**config.mk**
```make
export PLATFORM = sky130hd
export DESIGN_NAME = alu_seq_flat
export DESIGN_NICKNAME = d
export VERILOG_FILES = /design/src/rtl/alu_pkg.sv /design/src/rtl/alu_seq_if.sv /design/src/rtl/alu_mul_seq.sv /design/src/rtl/alu_seq.sv /design/src/flat_wrapper.sv
export SDC_FILE = /design/constraint.sdc
export NUM_CORES = 1
export LEC_CHECK = 0
export ABC_AREA = 1
export BUFFER_PORTS_ARGS = -buffer_cell sky130_fd_sc_hd__clkbuf_2
export CAP_MARGIN = 20
export CELL_PAD_IN_SITES_DETAIL_PLACEMENT = 1
export CELL_PAD_IN_SITES_GLOBAL_PLACEMENT = 1
export CORE_MARGIN = 2
export CORE_UTILIZATION = 40
export DETAILED_ROUTE_END_ITERATION = 8
export GPL_TIMING_DRIVEN = 0
export HOLD_SLACK_MARGIN = 0.05
export PLACE_DENSITY_LB_ADDON = 0.1
export SYNTH_ARGS = -nofsm -noshare
export SYNTH_HDL_FRONTEND = slang
export SYNTH_HIERARCHICAL = 1
export SYNTH_SLANG_ARGS = --single-unit
```
**constraint.sdc**
```tcl
create_clock -name clk -period 2.7 [get_ports clk]
set_input_delay 0.135 -clock clk [delete_from_list [all_inputs] [get_ports clk]]
set_output_delay 0.135 -clock clk [all_outputs]
set_load 0.01 [all_outputs]
```
**src/rtl/alu_pkg.sv**
```systemverilog
// rtl/alu_pkg.sv - op encodings, flag struct, FSM states and flag helper shared by the ALU
package alu_pkg;

  typedef enum logic [3:0] {
    OP_ADD  = 4'b0000,
    OP_SLL  = 4'b0001,
    OP_SLTU = 4'b0010,
    OP_SLT  = 4'b0011,
    OP_XNOR = 4'b0100,
    OP_SRL  = 4'b0101,
    OP_AND  = 4'b0110,
    OP_OR   = 4'b0111,
    OP_SUB  = 4'b1000,
    OP_MUL  = 4'b1001,
    OP_SRA  = 4'b1101
  } alu_op_e;

  typedef struct packed {
    logic n;
    logic z;
    logic c;
    logic v;
  } alu_flags_t;

  typedef enum logic {
    ST_IDLE = 1'b0,
    ST_MUL  = 1'b1
  } alu_state_e;

  function automatic alu_flags_t make_flags(input logic msb, input logic zero,
                                            input logic carry, input logic ovf);
    alu_flags_t f;
    f.n = msb;
    f.z = zero;
    f.c = carry;
    f.v = ovf;
    return f;
  endfunction

endpackage

```
**src/rtl/alu_seq_if.sv**
```systemverilog
// rtl/alu_seq_if.sv - operand/result handshake bundle between the datapath and alu_seq
interface alu_seq_if #(
  parameter int WIDTH = 8
);
  import alu_pkg::*;

  logic             in_valid;
  logic             in_ready;
  logic [WIDTH-1:0] n1;
  logic [WIDTH-1:0] n2;
  logic [3:0]       op;
  logic             out_valid;
  logic             out_ready;
  logic [WIDTH-1:0] s1;
  alu_flags_t       flags;
  logic             illegal_op;

  modport master (
    output in_valid, n1, n2, op, out_ready,
    input  in_ready, out_valid, s1, flags, illegal_op
  );

  modport slave (
    input  in_valid, n1, n2, op, out_ready,
    output in_ready, out_valid, s1, flags, illegal_op
  );

endinterface

```
**src/rtl/alu_mul_seq.sv**
```systemverilog
// rtl/alu_mul_seq.sv - iterative shift-add multiplier, one partial product per cycle
module alu_mul_seq #(
  parameter int WIDTH = 8
) (
  input  logic               clk,
  input  logic               rst,
  input  logic               start,
  input  logic [WIDTH-1:0]   a,
  input  logic [WIDTH-1:0]   b,
  output logic               done,
  output logic [2*WIDTH-1:0] product
);

  localparam int SHW = $clog2(WIDTH);
  localparam logic [SHW-1:0] CNT_LAST = SHW'(WIDTH - 1);

  logic [2*WIDTH-1:0] r_acc;
  logic [2*WIDTH-1:0] r_mcand;
  logic [WIDTH-1:0]   r_mplier;
  logic [SHW-1:0]     r_cnt;
  logic               r_busy;

  logic [2*WIDTH-1:0] w_addend;
  logic [2*WIDTH-1:0] w_acc_next;

  assign w_addend   = r_mplier[0] ? r_mcand : '0;
  assign w_acc_next = r_acc + w_addend;

  // done/product present the final step's sum so the caller can register it on the same edge
  assign done    = r_busy && (r_cnt == CNT_LAST);
  assign product = w_acc_next;

  always_ff @(posedge clk) begin
    if (rst) begin
      r_acc    <= '0;
      r_mcand  <= '0;
      r_mplier <= '0;
      r_cnt    <= '0;
      r_busy   <= 1'b0;
    end else if (start) begin
      r_acc    <= '0;
      r_mcand  <= {{WIDTH{1'b0}}, a};
      r_mplier <= b;
      r_cnt    <= '0;
      r_busy   <= 1'b1;
    end else if (r_busy) begin
      r_acc    <= w_acc_next;
      r_mcand  <= r_mcand << 1;
      r_mplier <= r_mplier >> 1;
      if (r_cnt == CNT_LAST) begin
        r_cnt  <= '0;
        r_busy <= 1'b0;
      end else begin
        r_cnt <= r_cnt + 1'b1;
      end
    end
  end

endmodule

```
**src/rtl/alu_seq.sv**
```systemverilog
// rtl/alu_seq.sv - registered WIDTH-bit ALU with flags, illegal-op detection and sequential multiply
module alu_seq
  import alu_pkg::*;
#(
  parameter int WIDTH = 8
) (
  input logic      clk,
  input logic      rst,
  alu_seq_if.slave bus
);

  localparam int SHW = $clog2(WIDTH);
  localparam logic [WIDTH-1:0] W_AMT = WIDTH'(WIDTH);

  alu_state_e r_state;
  alu_state_e w_state_next;

  logic             r_out_valid;
  logic [WIDTH-1:0] r_s1;
  alu_flags_t       r_flags;
  logic             r_illegal;

  logic w_in_ready;
  logic w_mul_start;
  logic w_load_alu;
  logic w_load_mul;

  logic [WIDTH:0]     w_sum;
  logic [WIDTH-1:0]   w_diff;
  logic [SHW-1:0]     w_amt;
  logic               w_big;
  logic [WIDTH-1:0]   w_res;
  logic               w_carry;
  logic               w_ovf;
  logic               w_illegal;
  alu_flags_t         w_flags;
  alu_flags_t         w_mul_flags;
  logic               w_mul_done;
  logic [2*WIDTH-1:0] w_prod;

  assign w_sum  = {1'b0, bus.n1} + {1'b0, bus.n2};
  assign w_diff = bus.n1 - bus.n2;
  assign w_amt  = bus.n2[SHW-1:0];
  assign w_big  = (bus.n2 >= W_AMT);

  always_comb begin
    w_res     = '0;
    w_carry   = 1'b0;
    w_ovf     = 1'b0;
    w_illegal = 1'b0;
    case (bus.op)
      OP_ADD: begin
        w_res   = w_sum[WIDTH-1:0];
        w_carry = w_sum[WIDTH];
        w_ovf   = (bus.n1[WIDTH-1] == bus.n2[WIDTH-1]) && (w_sum[WIDTH-1] != bus.n1[WIDTH-1]);
      end
      OP_SUB: begin
        w_res   = w_diff;
        w_carry = (bus.n1 < bus.n2);
        w_ovf   = (bus.n1[WIDTH-1] != bus.n2[WIDTH-1]) && (w_diff[WIDTH-1] != bus.n1[WIDTH-1]);
      end
      OP_SLL:  w_res = w_big ? '0 : (bus.n1 << w_amt);
      OP_SRL:  w_res = w_big ? '0 : (bus.n1 >> w_amt);
      OP_SRA:  w_res = w_big ? {WIDTH{bus.n1[WIDTH-1]}} : $unsigned($signed(bus.n1) >>> w_amt);
      OP_SLTU: w_res = {{(WIDTH-1){1'b0}}, (bus.n1 < bus.n2)};
      OP_SLT:  w_res = {{(WIDTH-1){1'b0}}, ($signed(bus.n1) < $signed(bus.n2))};
      OP_XNOR: w_res = ~(bus.n1 ^ bus.n2);
      OP_AND:  w_res = bus.n1 & bus.n2;
      OP_OR:   w_res = bus.n1 | bus.n2;
      OP_MUL:  w_res = '0;
      default: w_illegal = 1'b1;
    endcase
  end

  assign w_flags     = make_flags(w_res[WIDTH-1], (w_res == '0), w_carry, w_ovf);
  assign w_mul_flags = make_flags(w_prod[WIDTH-1], (w_prod[WIDTH-1:0] == '0),
                                  (w_prod[2*WIDTH-1:WIDTH] != '0), 1'b0);

  alu_mul_seq #(
    .WIDTH(WIDTH)
  ) u_mul (
    .clk    (clk),
    .rst    (rst),
    .start  (w_mul_start),
    .a      (bus.n1),
    .b      (bus.n2),
    .done   (w_mul_done),
    .product(w_prod)
  );

  always_ff @(posedge clk) begin
    if (rst) begin
      r_state <= ST_IDLE;
    end else begin
      r_state <= w_state_next;
    end
  end

  // out_ready feeds in_ready so a draining result slot can be refilled on the same edge
  always_comb begin
    w_state_next = r_state;
    w_in_ready   = 1'b0;
    w_mul_start  = 1'b0;
    w_load_alu   = 1'b0;
    w_load_mul   = 1'b0;
    case (r_state)
      ST_IDLE: begin
        w_in_ready = !r_out_valid || bus.out_ready;
        if (bus.in_valid && w_in_ready) begin
          if (bus.op == OP_MUL) begin
            w_mul_start  = 1'b1;
            w_state_next = ST_MUL;
          end else begin
            w_load_alu = 1'b1;
          end
        end
      end
      ST_MUL: begin
        if (w_mul_done) begin
          w_load_mul   = 1'b1;
          w_state_next = ST_IDLE;
        end
      end
      default: w_state_next = ST_IDLE;
    endcase
  end

  always_ff @(posedge clk) begin
    if (rst) begin
      r_out_valid <= 1'b0;
      r_s1        <= '0;
      r_flags     <= '0;
      r_illegal   <= 1'b0;
    end else if (w_load_alu) begin
      r_out_valid <= 1'b1;
      r_s1        <= w_res;
      r_flags     <= w_flags;
      r_illegal   <= w_illegal;
    end else if (w_load_mul) begin
      r_out_valid <= 1'b1;
      r_s1        <= w_prod[WIDTH-1:0];
      r_flags     <= w_mul_flags;
      r_illegal   <= 1'b0;
    end else if (r_out_valid && bus.out_ready) begin
      r_out_valid <= 1'b0;
    end
  end

  assign bus.in_ready   = w_in_ready;
  assign bus.out_valid  = r_out_valid;
  assign bus.s1         = r_s1;
  assign bus.flags      = r_flags;
  assign bus.illegal_op = r_illegal;

endmodule

```
**src/flat_wrapper.sv**
```systemverilog
// flat-port wrapper written by rule: the top's interface ports become plain ports
module alu_seq_flat import alu_pkg::*;
#(
  parameter int WIDTH = 8
)
  (clk, rst, bus_in_valid, bus_n1, bus_n2, bus_op, bus_out_ready, bus_in_ready, bus_out_valid, bus_s1, bus_flags, bus_illegal_op);
  alu_seq_if #(.WIDTH(WIDTH)) bus_i ();
  input logic clk;
  input logic rst;
  input wire logic [$bits(bus_i.in_valid)-1:0] bus_in_valid;
  input wire logic [$bits(bus_i.n1)-1:0] bus_n1;
  input wire logic [$bits(bus_i.n2)-1:0] bus_n2;
  input wire logic [$bits(bus_i.op)-1:0] bus_op;
  input wire logic [$bits(bus_i.out_ready)-1:0] bus_out_ready;
  output wire logic [$bits(bus_i.in_ready)-1:0] bus_in_ready;
  output wire logic [$bits(bus_i.out_valid)-1:0] bus_out_valid;
  output wire logic [$bits(bus_i.s1)-1:0] bus_s1;
  output wire logic [$bits(bus_i.flags)-1:0] bus_flags;
  output wire logic [$bits(bus_i.illegal_op)-1:0] bus_illegal_op;
  assign bus_i.in_valid = bus_in_valid;
  assign bus_i.n1 = bus_n1;
  assign bus_i.n2 = bus_n2;
  assign bus_i.op = bus_op;
  assign bus_i.out_ready = bus_out_ready;
  assign bus_in_ready = bus_i.in_ready;
  assign bus_out_valid = bus_i.out_valid;
  assign bus_s1 = bus_i.s1;
  assign bus_flags = bus_i.flags;
  assign bus_illegal_op = bus_i.illegal_op;
  alu_seq #(.WIDTH(WIDTH)) u_core (.clk(clk), .rst(rst), .bus(bus_i));
endmodule
```
### After elaboration in Yosys (flattened, before gate mapping)

Index checks and enable logic that the tools add are counted.

| cells by class | value |
|---|---|
| bitwise gates (word level) | 5 |
| div/mod/pow operators | 0 |
| eq/ne operators | 15 |
| $lt $le $gt $ge | 3 |
| $add $sub $neg | 4 |
| reduce and logical (&&, ||, !) cells | 16 |
| mux-type cells | 36 |
| multipliers | 0 |
| shifts and indexed selects | 3 |

Operators with widths:

| kind | number |
|---|---|
| $pmux W8 S10 | 1 |
| $mux W8 | 9 |
| $mux W1 | 19 |
| $add A16 B16 Y16 | 1 |
| $eq A4 B3 Y1 const B | 4 |
| $logic_not A8 Y1 | 2 |
| $lt A8 B8 Y1 | 2 |
| $mux W16 | 1 |
| $eq A4 B4 Y1 const B | 3 |
| $reduce_or A11 Y1 | 1 |
| $add A8 B8 Y9 | 1 |
| $and A8 B8 Y8 | 1 |
| $eq A4 B2 Y1 const B | 2 |
| $ge A8 B4 Y1 const B | 1 |
| $mux W4 | 2 |
| $not A8 Y8 | 1 |
| $or A8 B8 Y8 | 1 |
| $reduce_bool A8 Y1 | 1 |
| $shl A8 B3 Y8 | 1 |
| $shr A8 B3 Y8 | 1 |
| $sshr A8 B3 Y8 | 1 |
| $sub A8 B8 Y8 | 1 |
| $xor A8 B8 Y8 | 1 |
| $pmux W1 S2 | 3 |
| 14 further kinds | 21 |

| word-level totals | value |
|---|---|
| memories kept | 0 |
| flip-flop bits (word level) | 59 |
| ROM bits | 0 |
| bits in writable memories | 0 |
| latch bits | 0 |
| output and inout bits | 15 |

### Longest topological paths before layout

| logic depth | value |
|---|---|
| depth in word-level cells | 6 |
| mapped depth | 18 |

### Hierarchy

Netlist, hierarchy kept.

Modules (own cells, without submodules):

| module | instances | sequential area each (um^2) | cells each | area an instance (um^2) |
|---|---|---|---|---|
| alu_mul_seq | 1 | 880.8 | 435 | 2,796.4 |
| alu_seq | 1 | 280.3 | 514 | 2,776.4 |

### Worst setup path after synthesis

No wires, ideal clock.

| path | value |
|---|---|
| path type | register -> register |
| from | register u_core.u_mul.r_mplier[0] |
| to | register u_core.r_flags, in the netlist u_core/bus.flags[1] |
| required time | 2.568 ns |
| library setup time | 0.132 ns |
| buffers on the path | 2 |
| data arrival time | 2.314 ns |
| cell stages (with the launch flop) | 18 |
| setup slack | 0.254 ns |
| cell sequence | dfxtp_1 buf_2 clkbuf_1 nand2_1 inv_1 ha_1 fa_1 nand2_1 nand2_1 and2_4 nand2_2 nand2_2 xnor2_2 inv_1 nor4_1 a31oi_1 o21ai_0 a21oi_1 |

| between the ends | value |
|---|---|
| longest elaborated chain between the ends | 5 |

RTL lines:

| item | RTL line | text |
|---|---|---|
| from (decl) | alu_mul_seq.sv:19 | `logic [WIDTH-1:0] r_mplier;` |
| from (signal assigned) | alu_mul_seq.sv:49 | `r_mplier <= r_mplier >> 1;` |
| $mux W16 | alu_mul_seq.sv:26 | `assign w_addend = r_mplier[0] ? r_mcand : '0;` |
| $add A16 B16 Y16 | alu_mul_seq.sv:27 | `assign w_acc_next = r_acc + w_addend;` |
| via u_core.w_prod[8] | alu_seq.sv:39 | `logic [2*WIDTH-1:0] w_prod;` |
| $reduce_bool A8 Y1 | alu_seq.sv:77 | `(w_prod[2*WIDTH-1:WIDTH] != '0), 1'b0);` |
| $mux W4 | alu_seq.sv:139 | `end else if (w_load_mul) begin` |
| $mux W4 | alu_seq.sv:134 | `end else if (w_load_alu) begin` |
| to (signal assigned) | alu_seq.sv:137 | `r_flags <= w_flags;` |
| to (signal assigned) | alu_seq.sv:142 | `r_flags <= w_mul_flags;` |
| to (decl) | alu_seq.sv:20 | `alu_flags_t r_flags;` |

The timed path passes the listed nets, and every way through them passes these cells. The select of a mux whose other input is x is not followed.
A chain may end at the register's enable or synchronous reset.

### Final worst setup path

Ends and elaborated chain as after synthesis.

==> key figures <==
Critical path
  • CP Launch Point: u_core/u_mul/r_mplier[0]
  • CP Max Fanout: 10
  • Critical path startpoint category: register
  • Worst EP arrival: 2800 ps
  • Cell family with most CP delay: simple AND/OR/NAND/NOR gates
  • Slowest cell on the critical path: dfxtp_4
  • Crit-path cells: buf_8, nand2_2, inv_2, ha_4, fa_2, nand2_2, nand2_2, and2_4, nand2_2, nand2_2, xnor2_2, inv_2, nor4_4, a31oi_2, o21ai_1, a21oi_1
  • Worst-case reg-to-reg path depth: 16
  • R2r startpoint: u_core/u_mul/r_mplier[0]
  • Crit path largest cell delay: 370 ps
  • CP Depth: 16
  • Critical path data required time: 2900 ps
  • WS Path Type: reg -> reg
  • Crit path top cell by count: nand2_2
  • CP bufs+invs: 3
  • Kind of end point of the critical path: register

Clocking
  • Clk Latency, worst-skew pair: 340 ps
  • Htree depth: 3
  • CTS Buf Count: 9
  • Clock Sinks: 58
  • Hold Buf Count CTS: 0
  • CTS tree: yes
  • Longest Clk Path Bufs: 2
  • Root Buffer: clkbuf_16
  • Clock-pin slew on the worst setup and hold paths: 60 ps

Synth
  • Sequential share of the synthesized area: 20.84%
  • Yosys cell types: 39
  • Number of flops mapped to enable cells by yosys: 0
  • Syn_area_per_cell: 5.872 um^2
  • Ys async rst share: 0%
  • Syn Nets: 1018
  • Primary FF master, synth: dfxtp_1
  • Syn Std Cell Area: 5573 um^2
  • Ys Warns: 6
  • Mapped Cells: 949
  • FF+latch count, synth: 58

Timing
  • FMAX: 384.5 MHz
  • Final setup skew: 8.494 ps
  • Worst-Margin Slew: 603.1 ps
  • Period utilization: 96.32%
  • Final slew viol count: 0
  • RSZ-0062 raised after global routing: yes
  • Final hold slack: 108.3 ps
  • Final Hold Violating Endpoints: 0
  • Slew Limit Headroom: 59.49%
  • Final setup fails: 0
  • Crit path time final: 2601 ps

Worst hold path
  • Worst Hold Class: in -> reg
  • Hold depth: 2
  • HP Start: rst

Pwr
  • Total Power: 2.690 mW
  • Maximum VDD drop: 0.4821 mV
  • Pwr dens: 419.9 nW/um^2
  • P_leak: 3.482 nW

Flow run
  • # Max-Cap Violations: 0

Placed design
  • Routability cong.: 0.9056
  • Buffers on Ports: 37
  • DPL Wire Length: 16.22 mm

Route
  • First-pass DRT Iterations: 5
  • Iter 0 DRT Violations: 385
  • # DRC: 0
  • Routed vias/inst: 5.258
  • Routed WL: 20.10 mm
  • Wire per inst: 16.97 um
  • Via Count: 6225
  • Post-route ant nets: 0

Floorplanning
  • Core Area: 13720 um^2
  • Row count: 43
  • Die footprint: 14890 um^2
  • DIE WIDTH: 122.0 um
  • I/O pin count: 39
  • Die H: 122.0 um
  • Starting Density: 40.62%

Global routing
  • GRT Overall Usage: 27.89%
  • Largest net degree at the start of global routing: 13
  • Vias in the first global route: 6038
  • Total grt overflow: 0
  • Antenna violations before repair: 0
  • First-pass GRT wire length: 31.89 mm

Finish
  • ANT cells: 0
  • Area grow syn2layout: 14.95%
  • Layout cells sized above 1: 13.84%
  • Layout Nets: 1068

Outcome
  • Status: finished clean
## cells in the mapped netlist (4+ instances only)
master / count / area share [%]
ha_1: 42 / 9.4
nand2_1: 288 / 19
a21oi_1: 48 / 4.3
xor2_1: 9 / 1.4
a31oi_1: 12 / 1.3
nand3_1: 97 / 8.7
o21ai_1: 8 / 0.72
inv_1: 140 / 9.4
inv_2: 11 / 0.74
clkbuf_1: 7 / 0.47
o221ai_1: 9 / 1.4
nor2_2: 6 / 0.67
nor2_1: 94 / 6.3
buf_2: 18 / 1.6
nand2_2: 8 / 0.90
or2_2: 4 / 0.45
nand4_1: 9 / 1.0
nor3_1: 9 / 0.81
dfxtp_1: 58 / 21
nor4_1: 6 / 0.67
o21ai_0: 28 / 2.5
## routing by layer
layer,share of wire [%],track usage [%]
met5,0,0
met4,1.5,7.615
met3,5.0,5.103
met2,40,40.12
met1,53,42.09
## sequential cells by signal, summed over array words and instances (netlist names)
register	flops
u_core/bus.illegal_op	1
u_core/bus.out_valid	1
u_core/bus.s1	8
u_core/bus.flags	3
u_core/u_mul/r_mplier	8
u_core/u_mul/r_acc	16
u_core/u_mul/r_busy	1
u_core/u_mul/r_mcand	16
u_core/r_state	1
u_core/u_mul/r_cnt	3
## worst paths after layout
check	to	slack, ps
setup / recovery	u_core/bus.flags[1]	100
hold / removal	u_core/u_mul/r_busy	110
setup reg to reg	u_core/bus.flags[1]	100
hold reg to reg	u_core/bus.s1[2]	460
## stage by stage
stage	setup slack, ps	utilization (%)	std cells	TNS [ps]	cell area [um^2]
global route	-8.793	46.69	1184	-8.793	6406
global placement	-425.6	43.61	1166	-5810	5983
finish	99.36	46.69	1184	0	6406
CTS	20.32	46.23	1181	0	6342
floorplan	253.6	-	949	0	5573
detailed placement	-447.4	43.66	1166	-447.4	5989
## where the power goes
| group | internal (mW) | switching [mW] |
|---|---|---|
| Sequential | 0.888 | 0.0207 |
| Clock | 0.739 | 0.449 |
| Combinational | 0.188 | 0.406 |
| Total | 1.81 | 0.876 |
## repair_timing
action,in CTS,in global routing
setup buffers,0,3
pin swaps,4,6
endpoints found under the setup margin,1,2
gates resized for setup,12,13
## layout make-up
type	count	area, um^2
Fill cell	1948	7313
Multi-Input combinational cell	708	3754
Sequential cell	58	1165
Inverter	151	566.8
Clock buffer	10	239.0
Tap cell	180	225.2
Timing Repair Buffer	40	207.7
Buffer	31	182.7
Clock inverter	6	66.31
## layout by cell type (no fill, tap or decap), types with 11 or more instances in the layout
cell	Yosys	routed
nand2_2	8	14
nand2_1	288	282
o21ai_0	28	27
ha_1	42	41
nor2_1	94	94
clkbuf_2	0	37
nand3_1	97	97
dfxtp_1	58	57
a21oi_1	48	47
a31oi_1	12	11
inv_1	140	138
inv_2	11	13
buf_2	18	17
## logic make-up (layout without fill, tap and decap cells)
logic type / after synthesis / after routing / synth area share [%]
adder cells (fa/ha/maj): 45 / 45 / 10.51
flip-flops: 58 / 58 / 20.84
AND/OR/NAND/NOR: 537 / 537 / 41.72
XOR/XNOR: 11 / 11 / 1.864
multiplexers: 2 / 2 / 0.4041
AO/OA/AOI/OAI: 113 / 113 / 11.34
buffers and inverters: 183 / 238 / 13.34
Power figures use the tool's default switching activity.
